<file path="src/rtl/bcd_seq_pkg.sv">
// Shared types, widths and digit-weight constants for the BCD weight sequencer.
package bcd_seq_pkg;

    localparam int unsigned DIGIT_W    = 4;
    localparam int unsigned MAX_DIGITS = 4;
    localparam int unsigned SHADOW_W   = DIGIT_W * MAX_DIGITS;
    localparam int unsigned POS_W      = 2;
    localparam int unsigned WEIGHT_W   = 11;
    localparam int unsigned PROD_W     = DIGIT_W + WEIGHT_W;
    localparam int unsigned VALUE_W    = 14;

    localparam logic [WEIGHT_W-1:0] WEIGHT_1    = 11'd1;
    localparam logic [WEIGHT_W-1:0] WEIGHT_10   = 11'd10;
    localparam logic [WEIGHT_W-1:0] WEIGHT_100  = 11'd100;
    localparam logic [WEIGHT_W-1:0] WEIGHT_1000 = 11'd1000;

    typedef enum logic {
        IDLE = 1'b0,
        ACC  = 1'b1
    } state_e;

    // Decimal weight of a digit position (0 = ones).
    function automatic logic [WEIGHT_W-1:0] digit_weight(input logic [POS_W-1:0] pos);
        logic [WEIGHT_W-1:0] w;
        case (pos)
            2'd0:    w = WEIGHT_1;
            2'd1:    w = WEIGHT_10;
            2'd2:    w = WEIGHT_100;
            default: w = WEIGHT_1000;
        endcase
        return w;
    endfunction

endpackage

</file>
<file path="src/rtl/digit_weight_mult.sv">
// Shared combinational multiplier: one BCD digit times its positional weight.
module digit_weight_mult
    import bcd_seq_pkg::*;
(
    input  logic [DIGIT_W-1:0] digit_i,
    input  logic [POS_W-1:0]   pos_i,
    output logic [PROD_W-1:0]  product_o
);

    assign product_o = PROD_W'(digit_i) * PROD_W'(digit_weight(pos_i));

endmodule

</file>
<file path="src/rtl/bcd_weight_sequencer.sv">
// Serial BCD-to-binary converter: one shared weight multiplier, MSD first.
// Optional BCD_CHECK_EN adds err_o, flagging any nibble above 9.
module bcd_weight_sequencer
    import bcd_seq_pkg::*;
#(
    parameter int unsigned DIGITS = 4
) (
    input  logic                  clk,
    input  logic                  rst_n,
    input  logic                  start_i,
    input  logic [4*DIGITS-1:0]   digits_in_i,
    output logic                  busy_o,
    output logic                  done_o,
    output logic [VALUE_W-1:0]    value_out_o
`ifdef BCD_CHECK_EN
    ,
    output logic                  err_o
`endif
);

    state_e                state_q, state_d;
    logic [SHADOW_W-1:0]   shadow_q, shadow_d;
    logic [POS_W-1:0]      idx_q, idx_d;
    logic [VALUE_W-1:0]    acc_q, acc_d;
    logic [VALUE_W-1:0]    value_q, value_d;
    logic                  busy_q, busy_d;
    logic                  done_q, done_d;

    logic [DIGIT_W-1:0]    cur_digit;
    logic [PROD_W-1:0]     product;
    logic [VALUE_W-1:0]    sum;

`ifdef BCD_CHECK_EN
    logic                  bad_q, bad_d;
    logic                  err_q, err_d;
    logic                  bad_next;
`endif

    // Shadow is always 4 digits wide; unused upper digits are zero.
    assign cur_digit = shadow_q[{idx_q, 2'b00} +: DIGIT_W];
    assign sum       = acc_q + VALUE_W'(product);

    digit_weight_mult u_mult (
        .digit_i   (cur_digit),
        .pos_i     (idx_q),
        .product_o (product)
    );

    always_comb begin
        state_d  = state_q;
        shadow_d = shadow_q;
        idx_d    = idx_q;
        acc_d    = acc_q;
        value_d  = value_q;
        busy_d   = busy_q;
        done_d   = 1'b0;
`ifdef BCD_CHECK_EN
        bad_d    = bad_q;
        err_d    = err_q;
        bad_next = bad_q | (cur_digit > 4'd9);
`endif
        case (state_q)
            IDLE: begin
                if (start_i) begin
                    shadow_d = SHADOW_W'(digits_in_i);
                    acc_d    = '0;
                    idx_d    = POS_W'(DIGITS - 1);
                    busy_d   = 1'b1;
                    state_d  = ACC;
`ifdef BCD_CHECK_EN
                    bad_d    = 1'b0;
                    err_d    = 1'b0;
`endif
                end
            end
            ACC: begin
                acc_d = sum;
                idx_d = idx_q - 1'b1;
`ifdef BCD_CHECK_EN
                bad_d = bad_next;
`endif
                if (idx_q == '0) begin
                    // Last (ones) digit: publish the result and return to idle.
                    idx_d   = '0;
                    state_d = IDLE;
                    busy_d  = 1'b0;
                    done_d  = 1'b1;
                    value_d = sum;
`ifdef BCD_CHECK_EN
                    err_d   = bad_next;
                    if (bad_next) begin
                        value_d = '0;
                    end
`endif
                end
            end
            default: begin
                state_d = IDLE;
                busy_d  = 1'b0;
            end
        endcase
    end

    always_ff @(posedge clk or negedge rst_n) begin
        if (!rst_n) begin
            state_q  <= IDLE;
            shadow_q <= '0;
            idx_q    <= '0;
            acc_q    <= '0;
            value_q  <= '0;
            busy_q   <= 1'b0;
            done_q   <= 1'b0;
`ifdef BCD_CHECK_EN
            bad_q    <= 1'b0;
            err_q    <= 1'b0;
`endif
        end else begin
            state_q  <= state_d;
            shadow_q <= shadow_d;
            idx_q    <= idx_d;
            acc_q    <= acc_d;
            value_q  <= value_d;
            busy_q   <= busy_d;
            done_q   <= done_d;
`ifdef BCD_CHECK_EN
            bad_q    <= bad_d;
            err_q    <= err_d;
`endif
        end
    end

    assign busy_o      = busy_q;
    assign done_o      = done_q;
    assign value_out_o = value_q;
`ifdef BCD_CHECK_EN
    assign err_o       = err_q;
`endif

endmodule

</file>
<file path="config.mk">
export PLATFORM = sky130hd
export DESIGN_NAME = bcd_weight_sequencer
export DESIGN_NICKNAME = d
export VERILOG_FILES = /design/src/rtl/bcd_seq_pkg.sv /design/src/rtl/digit_weight_mult.sv /design/src/rtl/bcd_weight_sequencer.sv
export SDC_FILE = /design/constraint.sdc
export NUM_CORES = 1
export LEC_CHECK = 0
export CORE_MARGIN = 5
export CORE_UTILIZATION = 58
export DETAILED_ROUTE_END_ITERATION = 16
export GPL_ROUTABILITY_DRIVEN = 0
export HOLD_SLACK_MARGIN = 0.15
export PLACE_DENSITY = 0.89
export SLEW_MARGIN = 30
export SYNTH_ARGS = -nofsm -noshare
export SYNTH_HDL_FRONTEND = slang
export SYNTH_SLANG_ARGS = --single-unit
</file>
<file path="constraint.sdc">
create_clock -name clk -period 4.76 [get_ports clk]
set_clock_uncertainty 0.15 [all_clocks]
set_input_delay 1.19 -clock clk [delete_from_list [all_inputs] [get_ports clk]]
set_output_delay 1.19 -clock clk [all_outputs]
set_load 0.05 [all_outputs]
</file>
==> results of run 1 <==
routing by layer:
layer	track usage [%]	vias up	wire (um)	share of wire, %
met1	26.32	1233	2995	43
met5	0	-	0	0
met4	7.830	0	123	1.8
li1	-	1213	-	-
met3	4.469	14	501	7.2
met2	32.97	83	3355	48
synthesized netlist by cell type (2+ instances only):
library cell  instances  area, sq um
nand3_1               7        35.03
nand2b_1              9        56.30
clkbuf_1              7        26.28
and2_1                9        56.30
inv_1                64        240.2
a21oi_1               9        45.04
o21ai_0               8        40.04
o31ai_1               3        22.52
mux2_2               22        247.7
a22o_1                2        17.52
nand2_1              29        108.9
or2_2                 2        12.51
mux2i_1              10        100.1
nand4_1               4        25.02
nor2b_1               7        43.79
xor2_1                8        70.07
ha_1                 25        312.8
fa_1                 24        480.5
a31oi_1               2        12.51
buf_2                 6        30.03
dfrtp_1              49         1226
a21o_1                6        45.04
nor2_1               11        41.29
o21ai_1               2        10.01
buf_1                 2        7.510
or3_1                 2        12.51
xnor2_1               3        26.28
and3_1                3        18.77
nor3_1                5        25.02
cell usage in the layout (no fill, tap or decap), drive strengths merged, types with 2 or more instances in the layout:
cell,instances
ha,25
clkbuf,6
a21o,6
xnor2,3
fa,24
nand4,4
clkdlybuf4s50,33
o31ai,3
nand3,7
a31oi,3
inv,64
and3,3
nand2b,9
a21oi,10
or3,2
nor2,11
and2,9
o211ai,2
dfrtp,49
o21ai,10
or2,2
mux2,22
nor2b,7
nor3,5
xor2,8
a22o,2
nand2,29
mux2i,10
buf,5
logic make-up (layout without fill, tap and decap cells):
group                      Yosys count  after routing  share of synthesized area, %
and+or+nand+nor                     91             91                         12.92
buffers and inverters               80            110                         8.827
adders and majority gates           49             49                         22.21
DFF                                 49             49                         34.33
AOI/OAI and AO/OA                   44             44                         9.282
muxes                               32             32                         9.737
xor gates and xnor gates            11             11                         2.697
stage by stage:
stage	setup slack (ns)	TNS (ns)	hold WS [ns]	area [sq um]
after detailed placement	0.1351	0	0.3180	3951
after global routing	-0.03558	-0.03558	0.3591	4080
final	0.1807	0	0.3333	4080
after CTS	0.1381	0	0.3378	4063
after global placement	0.3202	0	0.3060	3949
after floorplan	0.4567	0	0.3199	3572
repair_timing:
| item | in CTS | in global routing |
|---|---|---|
| setup endpoints to repair | 0 | 7 |
| resized for setup | 0 | 3 |
| buffers inserted | 0 | 1 |
worst min-delay path by stage:
stage                                            end  depth (start not counted)                  startpoint  slack [ns]
after floorplan                 acc_q[0]$_DFFE_PN0P_                          1        acc_q[0]$_DFFE_PN0P_        0.32
after global placement    value_out_o[0]$_DFFE_PN0P_                          2  value_out_o[0]$_DFFE_PN0P_        0.31
after detailed placement  value_out_o[0]$_DFFE_PN0P_                          2  value_out_o[0]$_DFFE_PN0P_        0.32
after CTS                 value_out_o[0]$_DFFE_PN0P_                          2  value_out_o[0]$_DFFE_PN0P_        0.34
after global routing      value_out_o[2]$_DFFE_PN0P_                          2  value_out_o[2]$_DFFE_PN0P_        0.36
final                     value_out_o[0]$_DFFE_PN0P_                          2  value_out_o[0]$_DFFE_PN0P_        0.33
final cells by class:
type / instances / area share, %
clock buffer: 6 / 1.779
clock inverter: 2 / 0.9506
inverter: 64 / 5.888
multi-input combinational: 227 / 49.95
sequential: 49 / 30.11
tap: 75 / 2.300
timing repair buffer: 38 / 9.016
registers in the layout, summed over array words and instances, names as in the netlist:
signal	count
shadow_q	16
acc_q	14
value_out_o	14
idx_q	2
busy_o	1
done_o	1
state_q	1
worst min-delay path: stages (launching register included):
cell and delay, ns:
dfrtp_1 0.36, nand2_1 0.05, nand2_1 0.05
==> flow_summary.json, run 1 <==
{
  "dr_total_vias": 2543,
  "synth_edf_count": 0,
  "fp.dieW_um": 88.48,
  "hpwl_mm": 5.361,
  "seq_area_sq_mm": 0.001229,
  "final_layout_size_suffix_gt1_share_pct": 12.44,
  "firstDrtPassIters": 4,
  "period_share_pct": 96.20,
  "boundaryPins": 35,
  "clk_pin_slew_ns": 0.10,
  "yosysWarnings": 0,
  "path_delay_family": "adder cells",
  "viasPerCell": 5.516,
  "worstReg2RegEnd": "acc_q[13]$_DFFE_PN0P_",
  "crit_slowest_cell": "fa_1",
  "final_util_pct": 68.51,
  "die_area_sq_mm": 0.007829,
  "crit_start": "idx_q[1]$_DFFE_PN0P_",
  "endpoint": "acc_q[13]$_DFFE_PN0P_",
  "syn_inst": 356,
  "hold_violations": 0,
  "root_buffer": "clkbuf_8",
  "slew_viol_final": 0,
  "r2r_slack_ns": 0.18,
  "grt_max_degree": 50,
  "synth.ff_latch_count": 49,
  "antenna_found_initial": 0,
  "synth_ff_type": "dfrtp_1",
  "syn_area_per_cell_sq_um": 10.03,
  "drt_wl_total_mm": 6.976,
  "fin_nets": 453,
  "syn-num-nets": 424,
  "start_util_pct": 59.98,
  "grt_first_pass_wirelength_mm": 12.28,
  "numPortBuffers": 34,
  "crit_cells": 15,
  "worstSetupEndpointType": "flip-flop",
  "status": "finished clean",
  "max_stage_delay_ns": 0.55,
  "grt_pass1_vias": 2621,
  "fin_cells": 461,
  "crit_top_cell": "fa_1",
  "path_cells": "nor2b_1 > and2_1 > or2_2 > fa_1 > fa_1 > inv_1 > fa_1 > inv_1 > ha_1 > and4_4 > o2111ai_2 > a31oi_1 > a2111oi_2 > xor2_1 > mux2i_1",
  "path_buf_inv": 2,
  "cts.path.max_buffers": 2,
  "worstSetupPathType": "flip-flop to flip-flop",
  "synthesis.area_sq_mm": 0.003572,
  "htree_levels": 2,
  "die_h_um": 88.48,
  "cp.required_ns": 4.80,
  "area_growth_pct": 14.22,
  "gr-total-overflow": 0,
  "start_kind": "flip-flop",
  "coreArea_sq_mm": 0.005956,
  "setup_violations": 0,
  "wire_per_inst_um": 15.13,
  "ant_nets": 0,
  "dp_cells": 452,
  "synth.yosys.seq_area_share_pct": 34.33,
  "n_antenna_cell": 0,
  "numCtsBuffers": 5,
  "period_needed_ns": 4.579,
  "max_freq_mhz": 218.4,
  "rows": 28,
  "synth.distinct_cells": 45,
  "crit_path_max_fanout": 9,
  "multi_input_area_sq_mm": 0.002038,
  "hold_path_class": "flip-flop to flip-flop",
  "fillers": 463,
  "r2r_start": "idx_q[1]$_DFFE_PN0P_",
  "worstSkewPairLatency_ns": 0.31,
  "clock-sinks": 49,
  "drc": 0,
  "cts_tree": "built",
  "slew-limit-headroom_pct": 58.70,
  "postCtsHoldBufs": 0,
  "reg2reg_depth": 15,
  "grtUsageTotal_pct": 20.19,
  "drv_cap": 0,
  "cp.arrival_ns": 4.62,
  "drt_iter0_drc": 126,
  "async_flop_share_pct": 100.0,
  "worst_pin_slew_ns": 0.6196
}
Power of run 1 is not shown: default switching activity piles up to over one toggle a cycle in this logic, so the estimate is an artifact.
==> run 2: changes to the inputs <==
- CTS_CLUSTER_DIAMETER: not set -> 80
==> results of run 2 <==
Same layout as run 1: the final DEF is identical, and so are final timing and power.
Power of run 2 is left out for the same reason.
==> run 3: changes to the inputs <==
- ABC_AREA: not set -> 0
==> results of run 3 <==
Same layout as run 1: the final DEF is identical, and so are final timing and power.
Power of run 3 is left out for the same reason.
